**config.mk**
```make
export PLATFORM = sky130hd
export DESIGN_NAME = openhw_ahb_burst_manager
export DESIGN_NICKNAME = d
export VERILOG_FILES = /design/src/rtl/openhw_ahb_burst_manager.sv
export SDC_FILE = /design/constraint.sdc
export NUM_CORES = 1
export LEC_CHECK = 0
export ABC_AREA = 1
export CORE_ASPECT_RATIO = 0.5
export CORE_MARGIN = 5
export CORE_UTILIZATION = 38
export DETAILED_ROUTE_END_ITERATION = 6
export PLACE_DENSITY = 0.81
export SLEW_MARGIN = 10
export SYNTH_ARGS = -nofsm -noshare
export SYNTH_HDL_FRONTEND = slang
export SYNTH_SLANG_ARGS = --single-unit
```
**constraint.sdc**
```tcl
create_clock -name HCLK -period 1.8 [get_ports HCLK]
set_clock_uncertainty 0.1 [all_clocks]
set_input_delay 0.27 -clock HCLK [delete_from_list [all_inputs] [get_ports HCLK]]
set_output_delay 0.27 -clock HCLK [all_outputs]
set_load 0.02 [all_outputs]
```
**src/rtl/openhw_ahb_burst_manager.sv**
```systemverilog
// AHB-Lite manager: turns one cache/LSU request into a single beat or an
// incrementing line burst, overlapping address and data phases.
module openhw_ahb_burst_manager #(
    parameter int PA_BITS = 34,
    parameter int AHBW    = 64,
    parameter int BEATS   = 4
) (
    input  logic                       HCLK,
    input  logic                       HRESET,
    input  logic                       ReqValid,
    output logic                       ReqReady,
    input  logic                       ReqWrite,
    input  logic                       ReqBurst,
    input  logic [PA_BITS-1:0]         ReqAdr,
    input  logic [2:0]                 ReqSize,
    input  logic [AHBW-1:0]            WriteData,
    input  logic [AHBW/8-1:0]          WriteStrb,
    output logic [$clog2(BEATS)-1:0]   WriteBeat,
    output logic [AHBW-1:0]            ReadData,
    output logic                       ReadValid,
    output logic [$clog2(BEATS)-1:0]   ReadBeat,
    output logic                       Done,
    output logic                       Err,
    output logic [PA_BITS-1:0]         HADDR,
    output logic [1:0]                 HTRANS,
    output logic                       HWRITE,
    output logic [2:0]                 HSIZE,
    output logic [2:0]                 HBURST,
    output logic [3:0]                 HPROT,
    output logic                       HMASTLOCK,
    output logic [AHBW-1:0]            HWDATA,
    output logic [AHBW/8-1:0]          HWSTRB,
    input  logic [AHBW-1:0]            HRDATA,
    input  logic                       HREADY,
    input  logic                       HRESP
);
    localparam int BW       = $clog2(BEATS);
    localparam int SW       = AHBW / 8;
    localparam int SZ       = $clog2(SW);
    localparam int LINE_LSB = $clog2(BEATS * SW);
    localparam logic [2:0] BURST_CODE = (BEATS == 8) ? 3'b101 : 3'b011;
    localparam logic [1:0] T_IDLE = 2'b00, T_NONSEQ = 2'b10, T_SEQ = 2'b11;

    typedef enum logic [1:0] {S_IDLE, S_ADDR, S_LASTDATA, S_ERR2} state_e;

    state_e             state_q, state_d;
    logic [PA_BITS-1:0] adr_q, adr_d;
    logic               write_q, write_d, burst_q, burst_d;
    logic [2:0]         size_q, size_d;
    logic [SW-1:0]      strb_q, strb_d;
    logic [BW-1:0]      adr_cnt_q, adr_cnt_d, dat_cnt_q, dat_cnt_d;
    logic               dphase_q, dphase_d;
    logic [AHBW-1:0]    rdata_q, rdata_d;
    logic [BW-1:0]      rbeat_q, rbeat_d;
    logic               rvalid_q, rvalid_d, done_q, done_d, err_q, err_d;
    logic [1:0]         htrans;
    logic               accept, err1, data_ok;
    logic [BW-1:0]      last_beat;

    // Done cycle is not yet ready, so the next accept lands one cycle after Done.
    assign ReqReady  = (state_q == S_IDLE) && !done_q;
    assign accept    = ReqValid && ReqReady;
    assign err1      = dphase_q && HRESP && !HREADY;
    assign data_ok   = dphase_q && HREADY && !HRESP;
    assign last_beat = burst_q ? BW'(BEATS - 1) : '0;

    always_comb begin
        state_d   = state_q;
        adr_d     = adr_q;
        write_d   = write_q;
        burst_d   = burst_q;
        size_d    = size_q;
        strb_d    = strb_q;
        adr_cnt_d = adr_cnt_q;
        dat_cnt_d = dat_cnt_q;
        dphase_d  = HREADY ? 1'b0 : dphase_q;
        rdata_d   = rdata_q;
        rbeat_d   = rbeat_q;
        rvalid_d  = 1'b0;
        done_d    = 1'b0;
        err_d     = 1'b0;
        htrans    = T_IDLE;

        if (data_ok) begin
            dat_cnt_d = dat_cnt_q + 1'b1;
            if (!write_q) begin
                rvalid_d = 1'b1;
                rdata_d  = HRDATA;
                rbeat_d  = dat_cnt_q;
            end
        end

        unique case (state_q)
            S_IDLE: begin
                if (accept) begin
                    state_d   = S_ADDR;
                    adr_d     = ReqAdr;
                    write_d   = ReqWrite;
                    burst_d   = ReqBurst;
                    size_d    = ReqBurst ? 3'(SZ) : ReqSize;
                    strb_d    = ReqBurst ? '1 : WriteStrb;
                    adr_cnt_d = '0;
                    dat_cnt_d = '0;
                end
            end
            S_ADDR: begin
                // Error cycle 1 withdraws the pending address immediately.
                if (err1) begin
                    state_d  = S_ERR2;
                    dphase_d = 1'b0;
                end else begin
                    htrans = (adr_cnt_q == '0) ? T_NONSEQ : T_SEQ;
                    if (HREADY) begin
                        dphase_d  = 1'b1;
                        adr_d     = adr_q + PA_BITS'(SW);
                        adr_cnt_d = adr_cnt_q + 1'b1;
                        if (adr_cnt_q == last_beat) state_d = S_LASTDATA;
                    end
                end
            end
            S_LASTDATA: begin
                if (err1) begin
                    state_d  = S_ERR2;
                    dphase_d = 1'b0;
                end else if (HREADY) begin
                    state_d = S_IDLE;
                    done_d  = 1'b1;
                    err_d   = HRESP;
                end
            end
            S_ERR2: begin
                dphase_d = 1'b0;
                if (HREADY) begin
                    state_d = S_IDLE;
                    done_d  = 1'b1;
                    err_d   = 1'b1;
                end
            end
            default: state_d = S_IDLE;
        endcase
    end

    always_ff @(posedge HCLK) begin
        if (HRESET) begin
            state_q   <= S_IDLE;
            adr_q     <= '0;
            write_q   <= 1'b0;
            burst_q   <= 1'b0;
            size_q    <= '0;
            strb_q    <= '0;
            adr_cnt_q <= '0;
            dat_cnt_q <= '0;
            dphase_q  <= 1'b0;
            rdata_q   <= '0;
            rbeat_q   <= '0;
            rvalid_q  <= 1'b0;
            done_q    <= 1'b0;
            err_q     <= 1'b0;
        end else begin
            state_q   <= state_d;
            adr_q     <= adr_d;
            write_q   <= write_d;
            burst_q   <= burst_d;
            size_q    <= size_d;
            strb_q    <= strb_d;
            adr_cnt_q <= adr_cnt_d;
            dat_cnt_q <= dat_cnt_d;
            dphase_q  <= dphase_d;
            rdata_q   <= rdata_d;
            rbeat_q   <= rbeat_d;
            rvalid_q  <= rvalid_d;
            done_q    <= done_d;
            err_q     <= err_d;
        end
    end

    assign WriteBeat = dat_cnt_q;
    assign ReadData  = rdata_q;
    assign ReadValid = rvalid_q;
    assign ReadBeat  = rbeat_q;
    assign Done      = done_q;
    assign Err       = err_q;
    assign HADDR     = adr_q;
    assign HTRANS    = htrans;
    assign HWRITE    = write_q;
    assign HSIZE     = size_q;
    assign HBURST    = burst_q ? BURST_CODE : 3'b000;
    assign HPROT     = 4'b0011;
    assign HMASTLOCK = 1'b0;
    assign HWDATA    = WriteData;
    assign HWSTRB    = strb_q;

    a_line_aligned: assert property (@(posedge HCLK) disable iff (HRESET)
        (ReqValid && ReqReady && ReqBurst) |-> (ReqAdr[LINE_LSB-1:0] == '0));
endmodule

```
**After elaboration in Yosys (flattened, before gate mapping)**

Index checks and enable logic that the tools add are counted.

- Output and inout bits: 192
- Flip-flop bits (word level): 123

- Equality and inequality tests: 9
- Bitwise operators: 2
- Reduce and logical (&&, ||, !) cells: 17
- Add/sub/neg operators: 3
- Multiplexer cells: 37

Operator list:

| kind | number |
|---|---|
| 2-to-1 mux 34 bit | 3 |
| case mux 34 bit (2 select lines) | 1 |
| adder 34 x 4 -> 34 bit (second input constant) | 1 |
| 2-to-1 mux 2 bit | 16 |
| 2-to-1 mux 1 bit | 10 |
| 2-to-1 mux 8 bit | 1 |
| case mux 2 bit (4 select lines) | 1 |
| logical AND 1 bit | 6 |
| inequality test 2 bit (second input constant) | 3 |
| inequality test 3 bit (second input constant) | 2 |
| adder 2 x 1 -> 2 bit (second input constant) | 2 |
| equality test 2 bit (second input constant) | 2 |
| zero test 2 bit | 2 |
| case mux 1 bit (2 select lines) | 2 |
| case mux 2 bit (2 select lines) | 1 |
| AND reduction 2 bit | 2 |
| AND reduction 4 bit | 1 |
| zero test 1 bit | 3 |
| 2-to-1 mux 3 bit | 1 |
| case mux 1 bit (3 select lines) | 1 |
| AND reduction 3 bit | 1 |
| equality test 2 x 1 -> 1 bit (second input constant) | 1 |
| equality test 2 bit | 1 |
| NOT 1 bit | 2 |
| 2 further kinds | 2 |

**Depth between registers and ports, before layout**

- Depth after elaboration: 6
- Gate-level depth with buffers: 10

**Least setup slack after synthesis**

Ideal clock, no wire load.

- Kind: reg2reg
- From: register adr_q[4] (netlist: HADDR[4])
- To: register adr_q[27] (netlist: HADDR[27])
- Setup slack: 0.072 ns
- Library setup time: 0.132 ns
- Path buffers: 0
- Arrival time: 1.495 ns
- Stages on the path, launching flop included: 11
- Cell sequence: dfxtp_1 ha_1 nand2_2 nor2_4 nand2_1 nor2_2 nand2_1 nand2_1 nand3_1 nand2_1 a21oi_1

- Longest elaborated chain between the ends: 4

Ends and longest elaborated chain:

| element | line | RTL |
|---|---|---|
| start: declaration | 47 | `logic [PA_BITS-1:0] adr_q, adr_d;` |
| start signal: assignment | 161 | `adr_q <= adr_d;` |
| adder 34 x 4 -> 34 bit | 115 | `adr_d = adr_q + PA_BITS'(SW);` |
| 2-to-1 mux 34 bit | 113 | `if (HREADY) begin` |
| 2-to-1 mux 34 bit | 108 | `if (err1) begin` |
| case mux 34 bit (2 select lines) | 93 | `unique case (state_q)` |

Every way passes these cells. The select of a mux whose other input is x is not followed.
A chain may end at the register's enable or synchronous reset.

**Worst setup path in the final report**

- From: register rdata_q[2] (netlist: ReadData[2])
- To: output ReadData[2]

RTL lines:

| element | line | RTL |
|---|---|---|
| start: declaration | 53 | `logic [AHBW-1:0] rdata_q, rdata_d;` |
| start signal: assignment | 169 | `rdata_q <= rdata_d;` |
| end: declaration | 19 | `output logic [AHBW-1:0] ReadData,` |

No word-level cell between the ends.

==> flow_metrics.py <==
metrics = {
    "die": {
        "rows": 32,
        "die_h_um": 100,
        "ios": 372,
        "initial_core_util_pct": 39.4,
        "die_w_um": 190,
        "coreArea_um2": 15700,
        "die_area_um2": 19000,
    },
    "timing": {
        "period_needed_ns": 1.75,
        "finalWorstSetupSlack_ns": 0.0539,
        "maxSlewViolCount": 0,
        "setup_viol_count_final": 0,
        "hold_viol_final": 0,
        "rsz0062_at_grt": "no",
        "fmax_ghz": 0.573,
        "fin_crit_sh_pct": 97.0,
    },
    "place": {
        "gp_congestion": 0.908,
        "dpl.cell_count": 1292,
        "portBuffers": 237,
        "dp_worst_setup_slack_ns": -0.324,
        "dp_hpwl_mm": 15.2,
    },
    "cells_and_area": {
        "fillers": 1428,
        "diodes": 0,
        "stdcell_count": 1325,
        "drive_gt1_share_pct": 9.78,
        "areaGrowthSynthToFinish_pct": 46.4,
        "post-route-util_pct": 57.7,
        "nNetsFinal": 1273,
    },
    "yosys": {
        "synth_area_leaders": "dfxtp_1, nor2_1, nand2_1",
        "avgSynthCellArea_um2": 6.76,
        "synthSimpleGateAreaFrac_pct": 30.8,
        "yosys_warnings": 0,
        "synth_top_family_by_area": "simple AND/OR/NAND/NOR gates",
        "synth_xor_area_share_pct": 0.142,
        "synthFlopType": "dfxtp_1",
        "synthArstFlopShare_pct": 0,
        "yosysUniqueCellTypes": 34,
        "synth_common_cells": "nor2_1, nand2_1, dfxtp_1, o21ai_0, buf_4",
        "yosysMostFrequentCell": "nor2_1",
        "syn_area_um2": 6160,
        "synth_compound_area_share_pct": 13.3,
        "synth-seq-cells": 123,
        "synth_edf_count": 0,
        "synth_cells": 912,
        "yosysTopAreaCell": "dfxtp_1",
        "yosys.area_share.adder_pct": 0.406,
        "synthMuxAreaShare_pct": 0,
        "seq_area_frac_synth_pct": 39.9,
        "yosysTopAreaCellShare_pct": 39.9,
    },
    "grt": {
        "grt_max_degree": 66,
        "grt_first_pass_wirelength_mm": 31.4,
        "grt_antenna_before_repair": 0,
        "met1_usage_pct": 21.2,
        "busiest_layer": "met2",
        "gr-usage-met2_pct": 37.4,
        "globalRouteOverflowTotal": 0,
        "grt_pass1_vias": 6380,
        "track_usage_pct": 20.3,
        "grt_util_met3_pct": 8.51,
    },
    "clock_tree": {
        "cts_tree": "yes",
        "ctsHoldBuffers": 0,
        "cts_inserted_buffers": 17,
        "clock_sinks": 123,
        "clkLatencyLatePin_ns": 0.41,
        "clockBufferDepth": 2,
        "clk_pin_slew_ns": 0.06,
        "cts_root_buf": "clkbuf_16",
        "cts.htree.levels": 4,
    },
    "run_status": {
        "outcome": "finished, final reports clean",
    },
    "worst_setup_path": {
        "crit_slowest_cell": "clkdlybuf4s50_1",
        "worst_ep_required_time_ns": 1.43,
        "path_cells": "clkdlybuf4s50_1",
        "cp_max_fo": 2,
        "endpoint_kind": "output pin",
        "critical_path.top_delay_family": "buffers and inverters",
        "critPathKind": "register to output pin",
        "crit_arrival_ns": 1.38,
        "crit_buf_inv": 1,
        "slowest_delay_ns": 0.64,
        "critPathLaunchType": "register",
    },
    "route": {
        "post-route-drc-count": 0,
        "wl_per_cell_um": 15.2,
        "routed_wl_mm": 20.2,
        "drt-initial-drc-count": 340,
        "viasPerCell": 4.78,
        "vias": 6334,
        "drtPass1Iterations": 6,
        "ant_nets": 0,
    },
    "power_and_ir_drop": {
        "power_mw": 11.8,
        "vdd_drop_max_mv": 0.648,
        "power.switching_mw": 4.43,
        "power_frac_seq_pct": 32.0,
        "power_frac_comb_pct": 38.0,
        "power_density_nw_per_um2": 1310,
        "clkPwrFrac_pct": 30.0,
        "leakagePower_nw": 3.81,
        "p_int_mw": 7.37,
        "swShare_pct": 37.6,
    },
    "worst_hold_path": {
        "hold_path_class": "primary input to register",
    },
    "run": {
        "cap_violations": 0,
    },
}
[flip-flops by register name (all words and copies together) (netlist names)]
name and cells:
WriteBeat 2, ReadValid 1, Err 1, dphase_q 1
HSIZE 3, adr_cnt_q 2, HADDR 34, ReadBeat 2
burst_q 1, Done 1, HWRITE 1, HWSTRB 8
state_q 2, ReadData 64
[metal layers]
metal	share of wire [%]	vias to the layer above
li1	-	3192
met1	37	2852
met2	50	254
met3	10	36
met4	2.0	0
met5	0	-
[cell type report]
cell class / count / area [um^2] / area share (%)
Inverter: 51 / 191 / 2.12
Sequential cell: 123 / 2470 / 27.4
Clock buffer: 19 / 443 / 4.91
Multi-Input combinational cell: 626 / 2810 / 31.1
Tap cell: 221 / 277 / 3.06
Clock inverter: 13 / 165 / 1.83
Timing Repair Buffer: 272 / 2670 / 29.6
[power groups by stage]
stage	combinational [mW]	clock (mW)	sequential [mW]
3_5_place_dp	4.70	0	3.80
4_1_cts	4.51	3.59	3.74
6_report	4.49	3.54	3.77
5_1_grt	4.92	3.74	3.85
2_1_floorplan	2.39	0	4.22
3_3_place_gp	4.61	0	3.78
[cell usage in the layout, fill, tap and decap left out, types with 5 or more instances in the layout]
master,instances
inv_1,46
buf_12,6
a21oi_1,37
dfxtp_1,118
clkbuf_16,17
nor2_2,7
nor3_1,12
dlygate4sd2_1,37
nor2_1,217
nand3_1,43
buf_4,28
nor2_4,7
o21ai_0,90
clkdlybuf4s50_1,192
nand2_1,162
conb_1,6
dlymetal6s2s_1,5
a31oi_1,5
o21ai_1,11
inv_2,5
[final timing paths]
check                    from  slack (ns)           to  depth (start not counted)
setup / recovery  ReadData[2]        0.05  ReadData[2]                          1
hold / removal      ReqAdr[0]        0.33     HADDR[0]                          3
setup reg to reg     HADDR[3]        0.12    HADDR[31]                         11
hold reg to reg      HSIZE[2]        0.37     HSIZE[2]                          2
[stage by stage]
| step | hold WS [ns] | setup TNS [ns] | area, um^2 |
|---|---|---|---|
| final | 0.330 | 0 | 9030 |
| after global routing | 0.333 | 0 | 9030 |
| after CTS | 0.314 | 0 | 8970 |
| after floorplan | 0.265 | 0 | 6180 |
| after detailed placement | 0.365 | -7.50 | 8410 |
| after global placement | 0.356 | -5.41 | 8410 |
[logic make-up after synthesis]
group                    count (synthesis)
flip-flops                             123
buffers and inverters                  167
adder cells (fa/ha/maj)                  2
other                                    2
XOR/XNOR                                 1
AND/OR/NAND/NOR                        463
AO/OA/AOI/OAI                          154
[repair_timing]
| action | CTS | global route |
|---|---|---|
| gates resized for setup | 48 | 22 |
| setup endpoints to repair | 43 | 31 |
| pin swaps | 1 | 3 |
| cloned | 0 | 0 |
| buffers inserted | 0 | 1 |
| hold endpoints to repair | 0 | 0 |
(Power assumes the default switching activity.)
